===== src/rtl/apb_uart_csr_if.sv =====
// rtl/apb_uart_csr_if.sv - APB bus bundle between the bridge and the UART register block
interface apb_uart_csr_if;
    logic        PSEL;
    logic        PENABLE;
    logic        PWRITE;
    logic [31:0] PADDR;
    logic [31:0] PWDATA;
    logic        PREADY;
    logic [31:0] PRDATA;
    logic        PSLVERR;

    modport master (
        output PSEL, PENABLE, PWRITE, PADDR, PWDATA,
        input  PREADY, PRDATA, PSLVERR
    );

    modport slave (
        input  PSEL, PENABLE, PWRITE, PADDR, PWDATA,
        output PREADY, PRDATA, PSLVERR
    );
endinterface


===== src/rtl/apb_uart_csr.sv =====
// rtl/apb_uart_csr.sv - APB register block for the UART with TX/RX byte FIFOs (option macro: UART_IRQ_EN)
module apb_uart_csr #(
    parameter int unsigned FIFO_DEPTH = 8,
    parameter int unsigned WAIT_CYC   = 1,
    parameter logic [15:0] DIV_RESET  = 16'd434
) (
    input  logic          ACLK,
    input  logic          ARESETn,
    apb_uart_csr_if.slave apb,
    output logic [7:0]    tx_data,
    output logic          tx_valid,
    input  logic          tx_ready,
    input  logic [7:0]    rx_data,
    input  logic          rx_valid,
    output logic [15:0]   baud_div
`ifdef UART_IRQ_EN
    ,
    output logic          irq
`endif
);
    localparam int unsigned AW        = $clog2(FIFO_DEPTH);
    localparam int unsigned CW        = AW + 1;
    localparam logic [CW-1:0] FULL_CNT  = CW'(FIFO_DEPTH);
    localparam logic [2:0]    WAIT_LAST = 3'(WAIT_CYC);

    typedef enum logic [1:0] {S_IDLE, S_SETUP, S_ACCESS, S_COMPLETE} state_t;

    state_t        state;
    logic [2:0]    wait_cnt;
    logic          pready, pslverr;
    logic [31:0]   prdata;

    logic [7:0]    tx_mem [FIFO_DEPTH];
    logic [7:0]    rx_mem [FIFO_DEPTH];
    logic [AW-1:0] tx_wptr, tx_rptr, rx_wptr, rx_rptr;
    logic [CW-1:0] tx_cnt, rx_cnt;
    logic          tx_en, rx_en, rx_overrun;
    logic [15:0]   div_q;
`ifdef UART_IRQ_EN
    logic [2:0]    irq_mask;
    logic          irq_q;
`endif

    logic          tx_empty, tx_full, rx_empty, rx_full;
    logic          tx_pop, tx_push, rx_push, rx_pop, rx_drop;
    logic          fire, acc_err, ctrl_we, div_we, mask_we, ovr_clr, tx_flush, rx_flush;
    logic [31:0]   acc_rdata, status;
    logic          unused_bits;

    function automatic logic [3:0] sat4(input logic [CW-1:0] c);
        logic [31:0] w;
        w = 32'(c);
        return (w > 32'd15) ? 4'hF : w[3:0];
    endfunction

    assign tx_empty = (tx_cnt == '0);
    assign tx_full  = (tx_cnt == FULL_CNT);
    assign rx_empty = (rx_cnt == '0);
    assign rx_full  = (rx_cnt == FULL_CNT);

    assign tx_valid = tx_en && !tx_empty;
    assign tx_data  = tx_empty ? 8'h00 : tx_mem[tx_rptr];
    assign tx_pop   = tx_valid && tx_ready;

    // A byte arriving on a full RX FIFO still fits if a read pops in the same cycle.
    assign rx_push  = rx_valid && rx_en && (!rx_full || rx_pop);
    assign rx_drop  = rx_valid && rx_en && rx_full && !rx_pop;

    assign status = {19'b0, rx_overrun, rx_full, rx_empty, tx_full, tx_empty, sat4(rx_cnt), sat4(tx_cnt)};

    assign apb.PREADY  = pready;
    assign apb.PRDATA  = prdata;
    assign apb.PSLVERR = pslverr;
    assign baud_div    = div_q;
    assign unused_bits = ^{apb.PADDR[31:5], apb.PADDR[1:0], apb.PWDATA[31:16]};
`ifdef UART_IRQ_EN
    assign irq = irq_q;
`endif

    // Transfer completes on this edge: all register/FIFO side effects are tied to it.
    always_comb begin
        fire = 1'b0;
        if (apb.PSEL && apb.PENABLE) begin
            if (state == S_SETUP && WAIT_CYC == 0) fire = 1'b1;
            if (state == S_ACCESS && wait_cnt == WAIT_LAST) fire = 1'b1;
        end
    end

    // Address decode of the completing access into read data, error and side-effect strobes.
    always_comb begin
        acc_err   = 1'b0;
        acc_rdata = '0;
        tx_push   = 1'b0;
        rx_pop    = 1'b0;
        ctrl_we   = 1'b0;
        div_we    = 1'b0;
        mask_we   = 1'b0;
        ovr_clr   = 1'b0;
        tx_flush  = 1'b0;
        rx_flush  = 1'b0;
        if (fire) begin
            case (apb.PADDR[4:2])
                3'd0: begin
                    if (!apb.PWRITE)             acc_err = 1'b1;
                    else if (tx_full && !tx_pop) acc_err = 1'b1;
                    else                         tx_push = 1'b1;
                end
                3'd1: begin
                    if (apb.PWRITE || rx_empty) acc_err = 1'b1;
                    else begin
                        rx_pop    = 1'b1;
                        acc_rdata = {24'b0, rx_mem[rx_rptr]};
                    end
                end
                3'd2: begin
                    if (apb.PWRITE) ovr_clr   = apb.PWDATA[12];
                    else            acc_rdata = status;
                end
                3'd3: begin
                    if (apb.PWRITE) begin
                        ctrl_we  = 1'b1;
                        tx_flush = apb.PWDATA[2];
                        rx_flush = apb.PWDATA[3];
                    end else begin
                        acc_rdata = {30'b0, rx_en, tx_en};
                    end
                end
                3'd4: begin
                    if (apb.PWRITE) div_we    = 1'b1;
                    else            acc_rdata = {16'b0, div_q};
                end
`ifdef UART_IRQ_EN
                3'd5: begin
                    if (apb.PWRITE) mask_we   = 1'b1;
                    else            acc_rdata = {29'b0, irq_mask};
                end
`endif
                default: acc_err = 1'b1;
            endcase
        end
    end

    // APB handshake FSM with registered PREADY/PRDATA/PSLVERR.
    always_ff @(posedge ACLK or negedge ARESETn) begin
        if (!ARESETn) begin
            state    <= S_IDLE;
            wait_cnt <= '0;
            pready   <= 1'b0;
            pslverr  <= 1'b0;
            prdata   <= '0;
        end else begin
            pready  <= fire;
            pslverr <= fire && acc_err;
            prdata  <= fire ? acc_rdata : 32'h0;
            case (state)
                S_IDLE: begin
                    if (apb.PSEL && !apb.PENABLE) state <= S_SETUP;
                end
                S_SETUP: begin
                    if (!apb.PSEL) state <= S_IDLE;
                    else if (apb.PENABLE) begin
                        state    <= fire ? S_COMPLETE : S_ACCESS;
                        wait_cnt <= 3'd1;
                    end
                end
                S_ACCESS: begin
                    if (!apb.PSEL || !apb.PENABLE) state <= S_IDLE;
                    else if (fire)                 state <= S_COMPLETE;
                    else                           wait_cnt <= wait_cnt + 3'd1;
                end
                S_COMPLETE: state <= S_IDLE;
                default:    state <= S_IDLE;
            endcase
        end
    end

    // FIFO pointers/counts and control registers; flush beats a same-cycle push.
    always_ff @(posedge ACLK or negedge ARESETn) begin
        if (!ARESETn) begin
            tx_wptr    <= '0;
            tx_rptr    <= '0;
            tx_cnt     <= '0;
            rx_wptr    <= '0;
            rx_rptr    <= '0;
            rx_cnt     <= '0;
            tx_en      <= 1'b0;
            rx_en      <= 1'b0;
            rx_overrun <= 1'b0;
            div_q      <= DIV_RESET;
        end else begin
            if (tx_flush) begin
                tx_wptr <= '0;
                tx_rptr <= '0;
                tx_cnt  <= '0;
            end else begin
                if (tx_push) tx_wptr <= tx_wptr + 1'b1;
                if (tx_pop)  tx_rptr <= tx_rptr + 1'b1;
                if (tx_push && !tx_pop)      tx_cnt <= tx_cnt + 1'b1;
                else if (!tx_push && tx_pop) tx_cnt <= tx_cnt - 1'b1;
            end
            if (rx_flush) begin
                rx_wptr <= '0;
                rx_rptr <= '0;
                rx_cnt  <= '0;
            end else begin
                if (rx_push) rx_wptr <= rx_wptr + 1'b1;
                if (rx_pop)  rx_rptr <= rx_rptr + 1'b1;
                if (rx_push && !rx_pop)      rx_cnt <= rx_cnt + 1'b1;
                else if (!rx_push && rx_pop) rx_cnt <= rx_cnt - 1'b1;
            end
            if (rx_drop && !rx_flush) rx_overrun <= 1'b1;
            else if (ovr_clr)         rx_overrun <= 1'b0;
            if (ctrl_we) begin
                tx_en <= apb.PWDATA[0];
                rx_en <= apb.PWDATA[1];
            end
            if (div_we) div_q <= apb.PWDATA[15:0];
        end
    end

    // FIFO storage; contents need no reset since empty FIFOs never expose them.
    always_ff @(posedge ACLK) begin
        if (tx_push) tx_mem[tx_wptr] <= apb.PWDATA[7:0];
        if (rx_push) rx_mem[rx_wptr] <= rx_data;
    end

`ifdef UART_IRQ_EN
    // Interrupt mask register and registered interrupt output.
    always_ff @(posedge ACLK or negedge ARESETn) begin
        if (!ARESETn) begin
            irq_mask <= '0;
            irq_q    <= 1'b0;
        end else begin
            if (mask_we) irq_mask <= apb.PWDATA[2:0];
            irq_q <= (irq_mask[0] && !rx_empty) || (irq_mask[1] && tx_empty) ||
                     (irq_mask[2] && rx_overrun);
        end
    end
`endif
endmodule

===== src/flat_wrapper.sv =====
// flat-port wrapper written by rule: the top's interface ports become plain ports
module apb_uart_csr_flat 
#(
    parameter int unsigned FIFO_DEPTH = 8,
    parameter int unsigned WAIT_CYC   = 1,
    parameter logic [15:0] DIV_RESET  = 16'd434
)
  (ACLK, ARESETn, tx_data, tx_valid, tx_ready, rx_data, rx_valid, baud_div, apb_PSEL, apb_PENABLE, apb_PWRITE, apb_PADDR, apb_PWDATA, apb_PREADY, apb_PRDATA, apb_PSLVERR);
  apb_uart_csr_if apb_i ();
  input  logic ACLK;
  input  logic ARESETn;
  output logic [7:0] tx_data;
  output logic tx_valid;
  input  logic tx_ready;
  input  logic [7:0] rx_data;
  input  logic rx_valid;
  output logic [15:0] baud_div;
  input wire logic [$bits(apb_i.PSEL)-1:0] apb_PSEL;
  input wire logic [$bits(apb_i.PENABLE)-1:0] apb_PENABLE;
  input wire logic [$bits(apb_i.PWRITE)-1:0] apb_PWRITE;
  input wire logic [$bits(apb_i.PADDR)-1:0] apb_PADDR;
  input wire logic [$bits(apb_i.PWDATA)-1:0] apb_PWDATA;
  output wire logic [$bits(apb_i.PREADY)-1:0] apb_PREADY;
  output wire logic [$bits(apb_i.PRDATA)-1:0] apb_PRDATA;
  output wire logic [$bits(apb_i.PSLVERR)-1:0] apb_PSLVERR;
  assign apb_i.PSEL = apb_PSEL;
  assign apb_i.PENABLE = apb_PENABLE;
  assign apb_i.PWRITE = apb_PWRITE;
  assign apb_i.PADDR = apb_PADDR;
  assign apb_i.PWDATA = apb_PWDATA;
  assign apb_PREADY = apb_i.PREADY;
  assign apb_PRDATA = apb_i.PRDATA;
  assign apb_PSLVERR = apb_i.PSLVERR;
  apb_uart_csr #(.FIFO_DEPTH(FIFO_DEPTH), .WAIT_CYC(WAIT_CYC), .DIV_RESET(DIV_RESET)) u_core (.ACLK(ACLK), .ARESETn(ARESETn), .apb(apb_i), .tx_data(tx_data), .tx_valid(tx_valid), .tx_ready(tx_ready), .rx_data(rx_data), .rx_valid(rx_valid), .baud_div(baud_div));
endmodule

===== config.mk =====
export PLATFORM = sky130hd
export DESIGN_NAME = apb_uart_csr_flat
export DESIGN_NICKNAME = d
export VERILOG_FILES = /design/src/rtl/apb_uart_csr_if.sv /design/src/rtl/apb_uart_csr.sv /design/src/flat_wrapper.sv
export SDC_FILE = /design/constraint.sdc
export NUM_CORES = 1
export LEC_CHECK = 0
export ABC_CLOCK_PERIOD_IN_PS = 6600
export CORE_MARGIN = 2
export CORE_UTILIZATION = 54
export DETAILED_ROUTE_END_ITERATION = 16
export GPL_TIMING_DRIVEN = 1
export PLACE_DENSITY = 0.81
export SLEW_MARGIN = 15
export SYNTH_ARGS = -nofsm -noshare
export SYNTH_HDL_FRONTEND = slang
export SYNTH_SLANG_ARGS = --single-unit

===== constraint.sdc =====
create_clock -name ACLK -period 6.6 [get_ports ACLK]
set_clock_uncertainty 0.1 [all_clocks]
set_input_delay 0.99 -clock ACLK [delete_from_list [all_inputs] [get_ports ACLK]]
set_output_delay 0.99 -clock ACLK [all_outputs]
set_load 0.05 [all_outputs]

-- Word-level counts from Yosys, hierarchy flattened
Memories as Yosys holds them, arrays and structs flattened.
Cells that the tools add are included.
- register bits: 78
- memory bits (writable): 128
- input bits: 79
- output and inout port bits: 59
- logic and storage cells: 153
- memories: 2
- add/sub/neg operators: 9
- equal/unequal tests: 17
- mux-type cells: 67
- reduce and logical (&&, ||, !) cells: 43
- memories (name ; depth ; width ; rd ports ; clocked after memory_dff ; wr ports ; line ; RTL):
    u_core.rx_mem ; 8 ; 8 ; 1 ; 0 ; 1 ; apb_uart_csr.sv:34 ; logic [7:0] rx_mem [FIFO_DEPTH];
    u_core.tx_mem ; 8 ; 8 ; 1 ; 0 ; 1 ; apb_uart_csr.sv:33 ; logic [7:0] tx_mem [FIFO_DEPTH];
- operators by type and width (kind ; count):
    32-bit case mux with 4 select lines ; 1
    3-bit two-way mux ; 12
    1-bit two-way mux ; 34
    32-bit two-way mux ; 1
    4-bit two-way mux ; 6
    1-bit logical AND ; 16
    16-bit two-way mux ; 1
    8-bit two-way mux ; 2
    3-bit by 1-bit adder with 3-bit output, second input constant ; 5
    13-bit two-way mux ; 1
    2-bit two-way mux ; 6
    2-bit nonzero test ; 6
    1-bit logical NOT ; 9
    4-bit by 1-bit adder with 4-bit output, second input constant ; 2
    4-bit == test, second input constant ; 2
    4-bit logical NOT ; 2
    2-bit != test, second input constant ; 4
    2-bit case mux with 4 select lines ; 1
    4-bit by 1-bit subtractor with 4-bit output, second input constant ; 2
    3-bit by 1-bit == test with 1-bit output, second input constant ; 2
    3-bit by 2-bit == test with 1-bit output, second input constant ; 2
    3-bit case mux with 2 select lines ; 1
    3-bit nonzero test ; 2
    5-bit AND reduction ; 1
    other kinds (12) ; 15

-- Longest topological paths before layout
- depth in word-level cells: 15
- mapped depth: 15
- gate-level depth less buffers: 15

-- Worst setup path after synthesis
OpenSTA, ideal clock, no wires.
- kind: input port to flip-flop
- start: in apb_PWRITE
- end: reg u_core.rx_cnt[3]
- library setup time: 77 ps
- arrival: 3221 ps
- data required time: 6423 ps
- path slack: 3202 ps
- stages: 13
- buffers on the path: 1
- cells stage by stage: buf_4 -> nor4_4 -> a21boi_2 -> nand2b_4 -> inv_1 -> ha_1 -> inv_1 -> ha_1 -> a21o_2 -> a21oi_1 -> xnor2_1 -> or3_1 -> a21oi_1
- cells in the longest elaborated chain, start to end: 9
- elaborated cells between the ends (all ways): 16
- those cells by class: mux (8); reduce/logical (8)
- ends and longest elaborated chain (item ; line ; RTL):
    from (decl) ; flat_wrapper.sv:20 ; input wire logic [$bits(apb_i.PWRITE)-1:0] apb_PWRITE;
    1-bit logical OR ; apb_uart_csr.sv:109 ; if (apb.PWRITE || rx_empty) acc_err = 1'b1;
    1-bit two-way mux ; apb_uart_csr.sv:109 ;
    1-bit two-way mux ; apb_uart_csr.sv:102 ; case (apb.PADDR[4:2])
    1-bit two-way mux ; apb_uart_csr.sv:101 ; if (fire) begin
    1-bit logical OR ; apb_uart_csr.sv:66 ; assign rx_push = rx_valid && rx_en && (!rx_full || rx_pop);
    1-bit logical AND ; apb_uart_csr.sv:66 ;
    1-bit logical AND / 1-bit logical NOT (equally long branches) ; apb_uart_csr.sv:208, apb_uart_csr.sv:209 ;
    4-bit two-way mux / 1-bit logical AND (equally long branches) ; apb_uart_csr.sv:208, apb_uart_csr.sv:209 ;
    4-bit two-way mux / 3-bit nonzero test (equally long branches) ; n/a ;
    to (signal assigned) ; apb_uart_csr.sv:208 ; if (rx_push && !rx_pop) rx_cnt <= rx_cnt + 1'b1;
    to (signal assigned) ; apb_uart_csr.sv:209 ; else if (!rx_push && rx_pop) rx_cnt <= rx_cnt - 1'b1;
    to (decl) ; apb_uart_csr.sv:36 ; logic [CW-1:0] tx_cnt, rx_cnt;
Parallel ways exist; a longest one is shown, timed or not.
A chain may end at the register's enable or synchronous reset.

-- Final worst setup path
- start: in apb_PADDR[2]
- end: reg u_core.rx_cnt[3]
- cells in the longest elaborated chain, start to end: 8
- elaborated cells between the ends (all ways): 15
- those cells by class: eq/ne (2); mux (6); reduce/logical (7)
- ends and longest elaborated chain (item ; line ; RTL):
    from (decl) ; flat_wrapper.sv:21 ; input wire logic [$bits(apb_i.PADDR)-1:0] apb_PADDR;
    3-bit by 1-bit == test with 1-bit output ; apb_uart_csr.sv:102 ;
    1-bit two-way mux ; apb_uart_csr.sv:102 ;
    1-bit two-way mux ; apb_uart_csr.sv:101 ;
    1-bit logical OR ; apb_uart_csr.sv:66 ;
    1-bit logical AND ; apb_uart_csr.sv:66 ;
    1-bit logical AND / 1-bit logical NOT (equally long branches) ; apb_uart_csr.sv:208, apb_uart_csr.sv:209 ;
    4-bit two-way mux / 1-bit logical AND (equally long branches) ; apb_uart_csr.sv:208, apb_uart_csr.sv:209 ;
    4-bit two-way mux / 3-bit nonzero test (equally long branches) ; n/a ;
Parallel ways exist; a longest one is shown, timed or not.

==> flow_summary.toml <==
[status]
outcome = "finished clean"

[timing]
rsz0062_at_grt = "no"
slew_viol_final = 0
hold_violations = 0
fin_setup_tns_ns = 0
finalSetupViolations = 0
slew_headroom = 0.2474
tightest_slew_ns = 1.120
finalCritPeriodShare = 0.5878
finalCriticalPeriod_ns = 3.880
fmax_ghz = 0.2578

[grt]
grt_pass1_vias = 4701
grt_max_degree = 63
grt_antenna_before_repair = 0
grtUsageTotal = 0.2074
grt_pass1_wl_um = 25110
grt-ovfl-total = 0

[drt]
via_count = 4489
finalWirelength_um = 15680
via_per_inst = 5.718
wl_per_cell_um = 19.98
dr.first_iter.drc_count = 346
drt_drc_violations_left = 0
drtPass1Iterations = 5
ant_nets = 0

[logic_synthesis]
synth.top_cell.area_share = 0.4730
synthesis.area_um2 = 8127
yosysMostFrequentCell = "edfxtp_1"
synth.yosys.seq_area_share = 0.6647
synth-edff-count = 128
async_reset_ff_frac = 0.3263
synthFlopType = "edfxtp_1"
synth_common_cells = "128 x edfxtp_1, 57 x dfrtp_1, 46 x nor2_1, 32 x mux4_2, 21 x buf_4"
synth_top_cell_by_area = "edfxtp_1"
synth_warnings = 0
synth_cell_type_count = 56
syn_inst = 513
syn_avg_cell_area_um2 = 15.84
ys_ff_latch = 190
synth_area_leaders = "edfxtp_1 47%, dfrtp_1 18%, mux4_2 8.9%"

[layout]
post_route_cells_drive_above_1_share = 0.1747
syn_to_final_growth_pct = 18.46
fin_area_um2 = 9627
nets = 681
n_antenna_cell = 0
final_core_util = 0.6574

[place]
gp_congestion = 0.8051
dp_hpwl_um = 10750
port_buffers = 76
place_area_um2 = 8960

[pwr]
p_leak_nw = 3.437
internal_power_mw = 2.045
power_switching_mw = 0.5384
powerDensity_nw_per_um2 = 268.4
ir_worst_vdd_v = 0.0003113
fin_total_pwr_mw = 2.584
seqPwrFrac = 0.502
p_comb_frac = 0.056
switching_share = 0.2084
pwr-share-clk = 0.442

[floorplan]
core_area_um2 = 14640
std_cell_rows = 44
pin_count = 138
start_util = 0.5549
dieArea_um2 = 16050
fp.dieW_um = 126.7
die_y_um = 126.7

[clocking]
cts_tree = "yes"
postCtsSetupBuffers = 0
root_buffer = "clkbuf_16"
numCtsBuffers = 17
cts.path.max_buffers = 2
cts.sinks = 190
insertion_delay_ns = 0.43
cts_hold_buf = 0
htreeDepth = 4
cts-resized-gates = 0
clk_pin_slew_worst_paths_ns = 0.07

[setup_path]
crit_type = "in2reg"
crit_family = "simple AND/OR/NAND/NOR gates"
r2r_start = "u_core.tx_cnt[1]$_DFFE_PN0P_"
worst_ep_required_time_ns = 6.85
reg2reg_slack_ns = 2.93
start_kind = "input pin"
cp_num_buf_inv = 2
setup.worst_path.end_class = "register"
path_max_fanout = 12
worst_path_largest_cell_delay_ns = 0.65
critPathArrivalTime_ns = 4.13
cp_slowest_cell = "clkdlybuf4s50_1"
r2r_cells = 11
path_cells = "clkdlybuf4s50_1 -> nand2b_1 -> nor4_4 -> nand2_1 -> ha_1 -> inv_1 -> ha_1 -> a21o_2 -> a21oi_1 -> xnor2_1 -> or3_1 -> a21oi_1"
timing.rr.end = "u_core.tx_cnt[3]$_DFFE_PN0P_"

[min_path]
hold_depth = 2
hold-path-endpoint = "u_core.rx_overrun$_DFFE_PN0P_"
hold_path.class = "reg2reg"
worstHoldStart = "u_core.rx_overrun$_DFFE_PN0P_"

[flow_run]
drv_cap = 0
[cells in the final DEF, fill, tap and decap left out, types with 3 or more instances in the layout]
cell	count
a21oi_1	20
a22oi_1	11
and2_1	5
and3_1	4
buf_4	5
bufinv_16	6
clkbuf_16	17
clkdlybuf4s50_1	75
clkinv_1	3
conb_1	16
dfrtp_1	56
dfstp_2	5
edfxtp_1	128
ha_1	12
inv_1	12
mux2_2	16
mux2i_1	18
mux4_2	32
nand2_1	20
nand2b_1	5
nand3_1	5
nand4_1	3
nor2_1	46
nor3_1	6
o21ai_0	8
o22ai_1	9
or3_1	3
xnor2_1	4
xor2_1	8
[how the worst max path moves through the flow]
stage,start,end,slack [ns],cells past startpoint
2_1_floorplan,apb_PWRITE,u_core.rx_cnt[3]$_DFFE_PN0P_,3.20,13
3_3_place_gp,apb_PSEL,u_core.rx_cnt[3]$_DFFE_PN0P_,2.44,12
3_5_place_dp,apb_PSEL,u_core.rx_cnt[3]$_DFFE_PN0P_,2.29,12
4_1_cts,u_core.tx_rptr[0]$_DFFE_PN0P_,tx_data[0],2.33,4
5_1_grt,apb_PSEL,u_core.rx_cnt[3]$_DFFE_PN0P_,2.50,12
6_report,apb_PADDR[2],u_core.rx_cnt[3]$_DFFE_PN0P_,2.72,12
[worst register-to-register path: cells and delay by family, from the launching register on]
family / cells / cell delay [ns]
AO/OA/AOI/OAI: 3 / 0.50
XOR/XNOR: 1 / 0.11
adder cells (fa/ha/maj): 2 / 0.56
buffers and inverters: 2 / 0.28
flip-flops: 1 / 0.47
AND/OR/NAND/NOR: 3 / 1.58
[flip-flops by register name, indices dropped and copies added, names as in the netlist, 2 cells and up]
signal	cells
u_core.rx_mem	64
u_core.tx_mem	64
u_core.apb.PRDATA	16
u_core.baud_div	16
u_core.rx_cnt	4
u_core.tx_cnt	4
u_core.rx_rptr	3
u_core.rx_wptr	3
u_core.tx_rptr	3
u_core.tx_wptr	3
u_core.wait_cnt	3
u_core.state	2
[power by group through the flow]
stage | sequential, mW | clock [mW] | combinational, mW
5_1_grt | 1.30 | 1.20 | 0.158
6_report | 1.30 | 1.14 | 0.144
3_5_place_dp | 1.32 | 0 | 0.145
4_1_cts | 1.30 | 1.16 | 0.145
3_3_place_gp | 1.32 | 0 | 0.138
2_1_floorplan | 1.32 | 0 | 0.0954
[through the flow]
step / hold slack (ns) / cells / setup WS, ns
6_report: 0.4249 / 785 / 2.720
5_1_grt: 0.4563 / 785 / 2.500
4_1_cts: 0.4218 / 785 / 2.332
3_5_place_dp: 0.3762 / 753 / 2.291
3_3_place_gp: 0.3826 / 753 / 2.439
2_1_floorplan: 0.3547 / 528 / 3.202
[routing by layer]
layer	global-route usage	part of all wire	up-vias
met5	0	0	-
met4	0.06270	0.014	0
met3	0.04724	0.041	19
met2	0.3758	0.55	132
met1	0.2487	0.40	2279
li1	-	-	2059
[logic make-up after synthesis]
group                    synth area share
AO/OA/AOI/OAI                     0.04481
XOR/XNOR                          0.01293
adder cells (fa/ha/maj)           0.02340
buffers and inverters             0.03711
flip-flops                         0.6647
multiplexers                       0.1358
other                           0.0004615
AND/OR/NAND/NOR                   0.08083
[final cells by class]
cell class,count,area (um2)
sequential,190,5403
fill,981,5017
multi-input combinational,285,2486
timing repair buffer,81,793.3
clock buffer,17,425.4
clock inverter,15,240.2
tap,184,230.2
inverter,13,48.80
Note: power is estimated with default switching activity, not from simulation.
